===== src/rtl/if_stage_pkg.sv =====
`default_nettype none
// ============================================================================
//  Module   : if_stage_pkg
//  Brief    : Shared constants and fetch-entry type for the instruction fetch
//             stage.
//  Revision : 1.0  initial release
// ============================================================================
package if_stage_pkg;

  // Instruction width of the base ISA.
  localparam int ILEN = 32;

  // Default first fetch address after reset.
  localparam logic [63:0] DEFAULT_RESET_PC = 64'h8000_0000;

  // Default-XLEN (64-bit) view of one fetch-queue entry: PC plus instruction.
  typedef struct packed {
    logic [63:0]     pc;
    logic [ILEN-1:0] inst;
  } fetch_entry_t;

endpackage
`default_nettype wire


===== src/rtl/fetch_queue.sv =====
`default_nettype none
// ============================================================================
//  Module   : fetch_queue
//  Brief    : Synchronous FIFO with push, pop, flush and occupancy count.
//             DEPTH must be a power of two >= 2 so pointers wrap naturally.
//  Revision : 1.0  initial release
// ============================================================================
module fetch_queue #(
  parameter int DEPTH = 4,
  parameter int WIDTH = 96
) (
  input  logic                     clk,
  input  logic                     rst,
  input  logic                     push_i,
  input  logic [WIDTH-1:0]         data_i,
  input  logic                     pop_i,
  input  logic                     flush_i,
  output logic [WIDTH-1:0]         data_o,
  output logic [$clog2(DEPTH):0]   count_o,
  output logic                     empty_o
);

  localparam int CW = $clog2(DEPTH) + 1;
  localparam int PW = $clog2(DEPTH);
  localparam logic [CW-1:0] C_FULL = CW'(DEPTH);

  logic [WIDTH-1:0] mem_q [DEPTH];
  logic [PW-1:0]    wr_ptr_q;
  logic [PW-1:0]    rd_ptr_q;
  logic [CW-1:0]    count_q;
  logic             w_do_push;
  logic             w_do_pop;

  // Overflowing pushes and underflowing pops are ignored.
  assign w_do_push = push_i && (count_q != C_FULL);
  assign w_do_pop  = pop_i  && (count_q != '0);

  assign data_o  = mem_q[rd_ptr_q];
  assign count_o = count_q;
  assign empty_o = (count_q == '0);

  // Pointer and count update; flush empties the queue in one cycle.
  always_ff @(posedge clk) begin
    if (rst || flush_i) begin
      wr_ptr_q <= '0;
      rd_ptr_q <= '0;
      count_q  <= '0;
    end else begin
      if (w_do_push) wr_ptr_q <= wr_ptr_q + PW'(1);
      if (w_do_pop)  rd_ptr_q <= rd_ptr_q + PW'(1);
      case ({w_do_push, w_do_pop})
        2'b10:   count_q <= count_q + CW'(1);
        2'b01:   count_q <= count_q - CW'(1);
        default: count_q <= count_q;
      endcase
    end
  end

  // Storage array; contents are qualified by count so no reset is needed.
  always_ff @(posedge clk) begin
    if (w_do_push) mem_q[wr_ptr_q] <= data_i;
  end

endmodule
`default_nettype wire


===== src/rtl/if_stage.sv =====
`default_nettype none
// ============================================================================
//  Module   : if_stage
//  Brief    : Instruction fetch stage. Issues in-order word fetches under a
//             credit rule, queues returned instructions with their PCs and
//             discards responses belonging to requests issued before a
//             redirect.
//  Revision : 1.0  initial release
// ============================================================================
module if_stage
  import if_stage_pkg::*;
#(
  parameter int              XLEN     = 64,
  parameter logic [XLEN-1:0] RESET_PC = DEFAULT_RESET_PC[XLEN-1:0],
  parameter int              FQ_DEPTH = 4
) (
  input  logic            clk,
  input  logic            rst,
  output logic            imem_req_valid,
  output logic [XLEN-1:0] imem_req_addr,
  input  logic            imem_req_ready,
  input  logic            imem_resp_valid,
  input  logic [ILEN-1:0] imem_resp_inst,
  input  logic            redirect_valid,
  input  logic [XLEN-1:0] redirect_pc,
  output logic            out_valid,
  input  logic            out_ready,
  output logic [ILEN-1:0] out_inst,
  output logic [XLEN-1:0] out_pc
);

  localparam int CW = $clog2(FQ_DEPTH) + 1;
  localparam logic [CW:0] C_DEPTH = (CW+1)'(FQ_DEPTH);

  typedef struct packed {
    logic [XLEN-1:0] pc;
    logic [ILEN-1:0] inst;
  } entry_t;

  logic [XLEN-1:0] fetch_pc_q, fetch_pc_d;
  logic [XLEN-1:0] resp_pc_q,  resp_pc_d;   // PC of the next kept response
  logic [CW-1:0]   outst_q,    outst_d;
  logic [CW-1:0]   drop_q,     drop_d;

  logic [CW-1:0]   w_q_count;
  logic            w_q_empty;
  entry_t          w_q_head;
  entry_t          w_push_entry;
  logic [CW:0]     w_credit_sum;
  logic [XLEN-1:0] w_redirect_aligned;
  logic            w_hs;
  logic            w_resp_ok;
  logic            w_push;
  logic            w_pop;

  // Outstanding requests count against queue space, so the queue cannot overflow.
  assign w_credit_sum       = {1'b0, w_q_count} + {1'b0, outst_q};
  assign w_redirect_aligned = redirect_pc & ~XLEN'(3);

  assign imem_req_valid = !rst && !redirect_valid && (w_credit_sum < C_DEPTH);
  assign imem_req_addr  = fetch_pc_q;
  assign w_hs           = imem_req_valid && imem_req_ready;

  // A response with nothing outstanding is a protocol error and is ignored.
  assign w_resp_ok = !rst && imem_resp_valid && (outst_q != '0);
  assign w_push    = w_resp_ok && (drop_q == '0) && !redirect_valid;

  assign out_valid = !rst && !w_q_empty && !redirect_valid;
  assign w_pop     = out_valid && out_ready;
  assign out_inst  = (rst || w_q_empty) ? '0 : w_q_head.inst;
  assign out_pc    = (rst || w_q_empty) ? '0 : w_q_head.pc;

  assign w_push_entry.pc   = resp_pc_q;
  assign w_push_entry.inst = imem_resp_inst;

  // Next-state for PCs, in-flight count and the stale-response drop budget.
  always_comb begin
    fetch_pc_d = fetch_pc_q;
    resp_pc_d  = resp_pc_q;
    outst_d    = outst_q;
    drop_d     = drop_q;

    case ({w_hs, w_resp_ok})
      2'b10:   outst_d = outst_q + CW'(1);
      2'b01:   outst_d = outst_q - CW'(1);
      default: outst_d = outst_q;
    endcase

    if (redirect_valid) begin
      fetch_pc_d = w_redirect_aligned;
      resp_pc_d  = w_redirect_aligned;
      // Everything still in flight after this cycle belongs to the old path.
      drop_d     = outst_d;
    end else begin
      if (w_hs)   fetch_pc_d = fetch_pc_q + XLEN'(4);
      if (w_push) resp_pc_d  = resp_pc_q + XLEN'(4);
      if (w_resp_ok && (drop_q != '0)) drop_d = drop_q - CW'(1);
    end
  end

  // State registers.
  always_ff @(posedge clk) begin
    if (rst) begin
      fetch_pc_q <= RESET_PC;
      resp_pc_q  <= RESET_PC;
      outst_q    <= '0;
      drop_q     <= '0;
    end else begin
      fetch_pc_q <= fetch_pc_d;
      resp_pc_q  <= resp_pc_d;
      outst_q    <= outst_d;
      drop_q     <= drop_d;
    end
  end

  fetch_queue #(
    .DEPTH (FQ_DEPTH),
    .WIDTH (XLEN + ILEN)
  ) u_fetch_queue (
    .clk     (clk),
    .rst     (rst),
    .push_i  (w_push),
    .data_i  (w_push_entry),
    .pop_i   (w_pop),
    .flush_i (redirect_valid),
    .data_o  (w_q_head),
    .count_o (w_q_count),
    .empty_o (w_q_empty)
  );

endmodule
`default_nettype wire


===== config.mk =====
export PLATFORM = sky130hd
export DESIGN_NAME = if_stage
export DESIGN_NICKNAME = d
export VERILOG_FILES = /design/src/rtl/if_stage_pkg.sv /design/src/rtl/fetch_queue.sv /design/src/rtl/if_stage.sv
export SDC_FILE = /design/constraint.sdc
export NUM_CORES = 1
export LEC_CHECK = 0
export ABC_AREA = 1
export BUFFER_PORTS_ARGS = -buffer_cell sky130_fd_sc_hd__buf_4
export CAP_MARGIN = 20
export CORE_MARGIN = 2
export CORE_UTILIZATION = 55
export CTS_CLUSTER_DIAMETER = 80
export DETAILED_ROUTE_END_ITERATION = 10
export PLACE_DENSITY = 0.73
export SYNTH_ARGS = -nofsm -noshare
export SYNTH_HDL_FRONTEND = slang
export SYNTH_HIERARCHICAL = 1
export SYNTH_SLANG_ARGS = --single-unit

===== constraint.sdc =====
create_clock -name clk -period 17.1 [get_ports clk]
set_input_delay 3.42 -clock clk [delete_from_list [all_inputs] [get_ports clk]]
set_output_delay 3.42 -clock clk [all_outputs]
set_load 0.005 [all_outputs]

After elaboration in Yosys (flattened, before gate mapping)
Memories as Yosys holds them, arrays and structs flattened. A register that Yosys moved wholly into a read port is not among the register bits. Index checks and enable logic that the tools add are counted.

Flip-flop bits (word level): 141. RAM bits: 384. Input port bits: 102. Output and inout bits: 162. Word-level logic and storage cells: 68. Memories: 1.

Memory list: u_fetch_queue.mem_q (depth 4, bits a word 96, rd ports 1, clocked after Yosys merged registers in 1, wr ports 1, line fetch_queue.sv:27) `logic [WIDTH-1:0] mem_q [DEPTH];`.

$add $sub $neg: 10. Magnitude comparators: 1. Equality and inequality tests: 5. Mux-type cells: 14. Reduce and logical (&&, ||, !) cells: 28.

Operators by type and width (count): $mux 64 (5); $add 64x3->64 const B (2); $mux 32 (1); $logic_and 1x1->1 (13); $pmux 3 s2 (2); $reduce_bool 3->1 (3); $sub 3x1->3 const B (3); $reduce_bool 2->1 (4); $add 3x1->3 const B (2); $logic_not 3->1 (2); $mux 3 (2); $add 2x1->2 const B (2); $add 3x3->4 (1); $eq 2x1->1 const B (2); $eq 2x2->1 const B (2); $lt 4x3->1 const B (1); $mux 2 (2); $logic_not 1->1 (3); $ne 3x3->1 const B (1); $logic_or 1x1->1 (2); $mux 1 (2); $reduce_or 2->1 (1).

Depth between registers and ports, before layout
Word-level depth: 8. Depth in mapped cells: 15. Mapped depth without buffers: 15.

Modules after synthesis
Netlist, hierarchy kept.

By module, submodules not included: fetch_queue (instances 1, cells an instance 999, area an instance 14762.9 sq um, sequential area each 11711.2 sq um); if_stage (instances 1, cells an instance 1826, area an instance 10445.0 sq um, sequential area each 2602.5 sq um).

Worst setup path before layout
No wires, ideal clock.

Kind: input to register. Start point: input port rst. End point: memory u_fetch_queue.mem_q[0][0] (enable). Library setup time: 552 ps. Data arrival time: 8451 ps. Setup slack: 8097 ps. Cell stages on the path: 6. Path buffers: 1. Cell sequence: buf_6 -> nor2_4 -> nand4_4 -> nor2_1 -> nand2_1 -> nor2_1.

Cells in the longest elaborated chain, start to end: 8.

RTL lines: from (decl) (line if_stage.sv:18) `input logic rst,`; $logic_not 1->1 (line if_stage.sv:65) `assign w_resp_ok = !rst && imem_resp_valid && (outst_q != '0);`; $logic_and 1x1->1 (2 in a row) (line if_stage.sv:65); $logic_and 1x1->1 (2 in a row) (line if_stage.sv:66) `assign w_push = w_resp_ok && (drop_q == '0) && !redirect_valid;`; net w_push (line if_stage.sv:53) `logic w_push;`; $logic_and 1x1->1 (line fetch_queue.sv:35) `assign w_do_push = push_i && (count_q != C_FULL);`; $mux 1 (line fetch_queue.sv:61) `if (w_do_push) mem_q[wr_ptr_q] <= data_i;`; $mux 1 (implied by the code) (line fetch_queue.sv:61); to (decl) (line fetch_queue.sv:27).

The timed path passes the listed nets, and every way through them passes these cells.

Worst setup path in the final report
Start point: input port rst. End point: output port out_pc[49].

Cells in the longest elaborated chain, start to end: 2.

RTL lines: $logic_or 1x1->1 (line if_stage.sv:71) `assign out_pc = (rst || w_q_empty) ? '0 : w_q_head.pc;`; $mux 64 (line if_stage.sv:71); to (decl) (line if_stage.sv:29) `output logic [XLEN-1:0] out_pc`.

Every way passes these cells.

==> flow_metrics.py <==
metrics = {
    "run_status": {
        "status": "finished, final reports clean",
    },
    "power": {
        "p_sw_share_pct": 22.5,
        "intPower_mw": 2.15,
        "clockPowerShare_pct": 43.2,
        "power_mw": 2.77,
        "power.density_nw_per_um2": 95.0,
        "netSwitchingPower_uw": 624,
        "seq_power_share_pct": 51.7,
        "combPwrFrac_pct": 5.2,
        "ir_drop_mv": 0.0785,
        "p_leak_nw": 11.1,
    },
    "clock_tree": {
        "htree_levels": 2,
        "ctsHoldBuffers": 0,
        "clockBufferDepth": 3,
        "clock_latency_ns": 0.62,
        "path_clk_slew_ns": 0.06,
        "cts_resized": 0,
        "numCtsBuffers": 54,
        "cts_tree": "yes",
        "post_cts_buffers": 0,
        "root_buffer": "clkbuf_16",
        "cts_sinks": 523,
    },
    "worst_hold_path": {
        "hold_start": "u_fetch_queue/wr_ptr_q[1]",
        "whs_endpoint": "u_fetch_queue/wr_ptr_q[1]",
        "min_path_type": "flip-flop to flip-flop",
        "whs_path_depth": 2,
    },
    "die": {
        "coreArea_um2": 45300,
        "io_pins": 264,
        "die_y_um": 218,
        "rows": 78,
        "fp.dieW_um": 218,
        "dieArea_um2": 47600,
        "start_util_pct": 55.7,
    },
    "sta": {
        "tns_ns": 0,
        "fin_crit_ns": 8.31,
        "skew_ns": 0.0282,
        "fin_crit_sh_pct": 48.6,
        "max_freq_mhz": 120,
        "rsz0062_at_grt": "false",
        "tightest_slew_ns": 1.06,
        "max_slew_margin_pct": 29.1,
        "slew_violations": 0,
        "finalHoldViolations": 0,
        "setup_viol_count_final": 0,
    },
    "drt": {
        "dr.pass1.iters": 6,
        "drc": 0,
        "via_per_inst": 5.65,
        "first_iter_violations": 1930,
        "wire_per_inst_um": 19.2,
        "wl_um": 70900,
        "vias": 20800,
        "drt.antenna.violating_nets": 0,
    },
    "global_route": {
        "grt_start_max_net_pins": 116,
        "grt-ovfl-total": 0,
        "antenna_found_initial": 0,
        "grt_use_total_pct": 29.6,
        "grt_pass1_vias": 19700,
        "grt_pass1_wl_um": 108000,
    },
    "worst_setup_path": {
        "worstPathArrival_ns": 4.89,
        "worstSetupPathType": "primary input to output pin",
        "worst_setup_path_start_kind": "primary input",
        "cpPeakStageDelay_ns": 0.62,
        "crit_family": "buffers and inverters",
        "r2r_end": "u_fetch_queue/mem_q[1][92]",
        "cp_common_cell": "buf_4",
        "r2r-start": "drop_q[0]",
        "crit_fanout": 78,
        "cp_slowest_cell": "buf_4",
        "required_ns": 13.68,
        "critPathBufInv": 3,
        "cp_cell_sequence": "buf_4 -> or2_4 -> buf_4 -> nor2_1 -> buf_4",
        "endpoint_kind": "output pin",
        "rr_worst_depth": 8,
        "r2r_slack_ns": 12.84,
    },
    "logic_synthesis": {
        "seq_area_frac_synth_pct": 56.8,
        "synthFlopType": "edfxtp_1",
        "avgSynthCellArea_um2": 8.92,
        "ys_ff_latch": 523,
        "synth_cell_types": 46,
        "netlist_instances": 2825,
        "ys_warn_count": 6,
        "synth_async_sr_flop_share_pct": 0,
        "syn_area_um2": 25200,
        "synth_edf_count": 384,
    },
    "cells_and_area": {
        "multi_input_area_um2": 9110,
        "syn_to_final_growth_pct": 15.7,
        "finish.instance_area_um2": 29200,
        "seq_area_um2": 14300,
        "num-fill-cells": 3783,
        "drive_gt1_share_pct": 15.3,
        "fin_nets": 3155,
        "n_antenna_cell": 0,
    },
    "placement": {
        "dp_hpwl_um": 47200,
        "portBuffers": 259,
        "gp_congestion": 0.961,
        "place_area_um2": 27400,
    },
    "flow_run": {
        "drv_cap": 0,
    },
}
[cells by family after synthesis]
logic type                 share of synthesized area (%)
adders and majority gates                          0.754
AOI/OAI and AO/OA                                   12.3
other                                             0.0149
and+or+nand+nor                                     21.7
buffers and inverters                               7.35
xor gates and xnor gates                            1.11
DFF                                                 56.8
[per-stage QoR]
stage | hold slack, ns | utilization, % | std cells | setup slack [ns]
6_report | 0.512 | 64.4 | 3685 | 8.79
5_1_grt | 0.539 | 64.4 | 3685 | 8.64
4_1_cts | 0.511 | 64.4 | 3685 | 8.80
3_5_place_dp | 0.499 | 60.4 | 3583 | 8.80
3_3_place_gp | 0.484 | 60.4 | 3583 | 8.90
2_1_floorplan | 0.464 | - | 2834 | 8.10
[worst register-to-register path, stage by stage (launching register included)]
cell,delay [ns]
dfxtp_1,0.30
inv_1,0.10
ha_1,0.23
nand4_4,0.25
nor2_1,0.88
nand2_1,0.52
nor2_4,0.19
buf_4,0.48
buf_4,0.85
[cell type report]
cell class                      count  area share [%]
Clock buffer                       68            4.92
Multi-Input combinational cell   1891            31.2
Tap cell                          600            2.57
Sequential cell                   523            49.1
Inverter                          292            3.78
Clock inverter                     34            1.29
Timing Repair Buffer              277            7.13
[power by group through the flow]
| stage | combinational (mW) | clock, mW | sequential [mW] |
|---|---|---|---|
| floorplan | 0.0789 | 0 | 1.44 |
| global placement | 0.137 | 0 | 1.45 |
| detailed placement | 0.141 | 0 | 1.46 |
| CTS | 0.142 | 1.21 | 1.43 |
| global route | 0.159 | 1.26 | 1.43 |
| finish | 0.143 | 1.20 | 1.43 |
[layout by cell type, fill, tap and decap left out, drive strengths merged, types with 29 or more instances in the layout]
master,netlist,routed
nand3,141,141
nor2,553,553
o22ai,98,98
o21ai,309,309
clkbuf,51,68
dfxtp,139,139
nand2,493,493
a21oi,118,118
a31oi,29,29
edfxtp,384,384
inv,290,294
nand4,36,36
buf,77,277
[metal layers]
metal  up-vias  track usage (%)  share of wire [%]
met4         0             11.0                3.3
met3       130             3.79                7.6
met2       880             47.3                 46
met1      9871             41.5                 43
li1       9953                -                  -
met5         -                0                  0
[state kept, by name, summed over array words and instances (netlist names), named ones only]
name,count
drop_q,3
u_fetch_queue/wr_ptr_q,2
resp_pc_q,62
u_fetch_queue/rd_ptr_q,2
outst_q,3
u_fetch_queue/mem_q,384
u_fetch_queue/count_o,3
imem_req_addr,62
[worst max path at each step]
stage | startpoint | end | slack, ns | depth (start not counted)
final | rst | out_pc[49] | 8.79 | 5
after CTS | rst | out_pc[49] | 8.80 | 5
after floorplan | rst | u_fetch_queue/mem_q[0][0] | 8.10 | 6
after global routing | rst | out_pc[25] | 8.64 | 5
after global placement | rst | out_pc[56] | 8.90 | 5
after detailed placement | rst | out_pc[49] | 8.80 | 5
[synthesized netlist by cell type (11+ instances only)]
cell	number	area share, %
nand4_1	35	0.87
nor2_4	21	0.94
buf_6	23	1.0
nor2_2	28	0.69
ha_1	12	0.60
dfxtp_1	139	11
buf_4	14	0.42
inv_1	278	4.1
o21ai_0	207	4.1
o21ai_1	102	2.0
inv_2	11	0.16
edfxtp_1	384	46
nand3_1	137	2.7
nor3_1	21	0.42
buf_2	31	0.62
a21oi_1	115	2.3
o22ai_1	98	2.4
nand2_1	468	7.0
o211ai_1	11	0.33
a31oi_1	29	0.72
clkbuf_1	45	0.67
nand2_2	21	0.52
nor2_1	502	7.5
xor2_1	23	0.80
(Power assumes the default switching activity.)
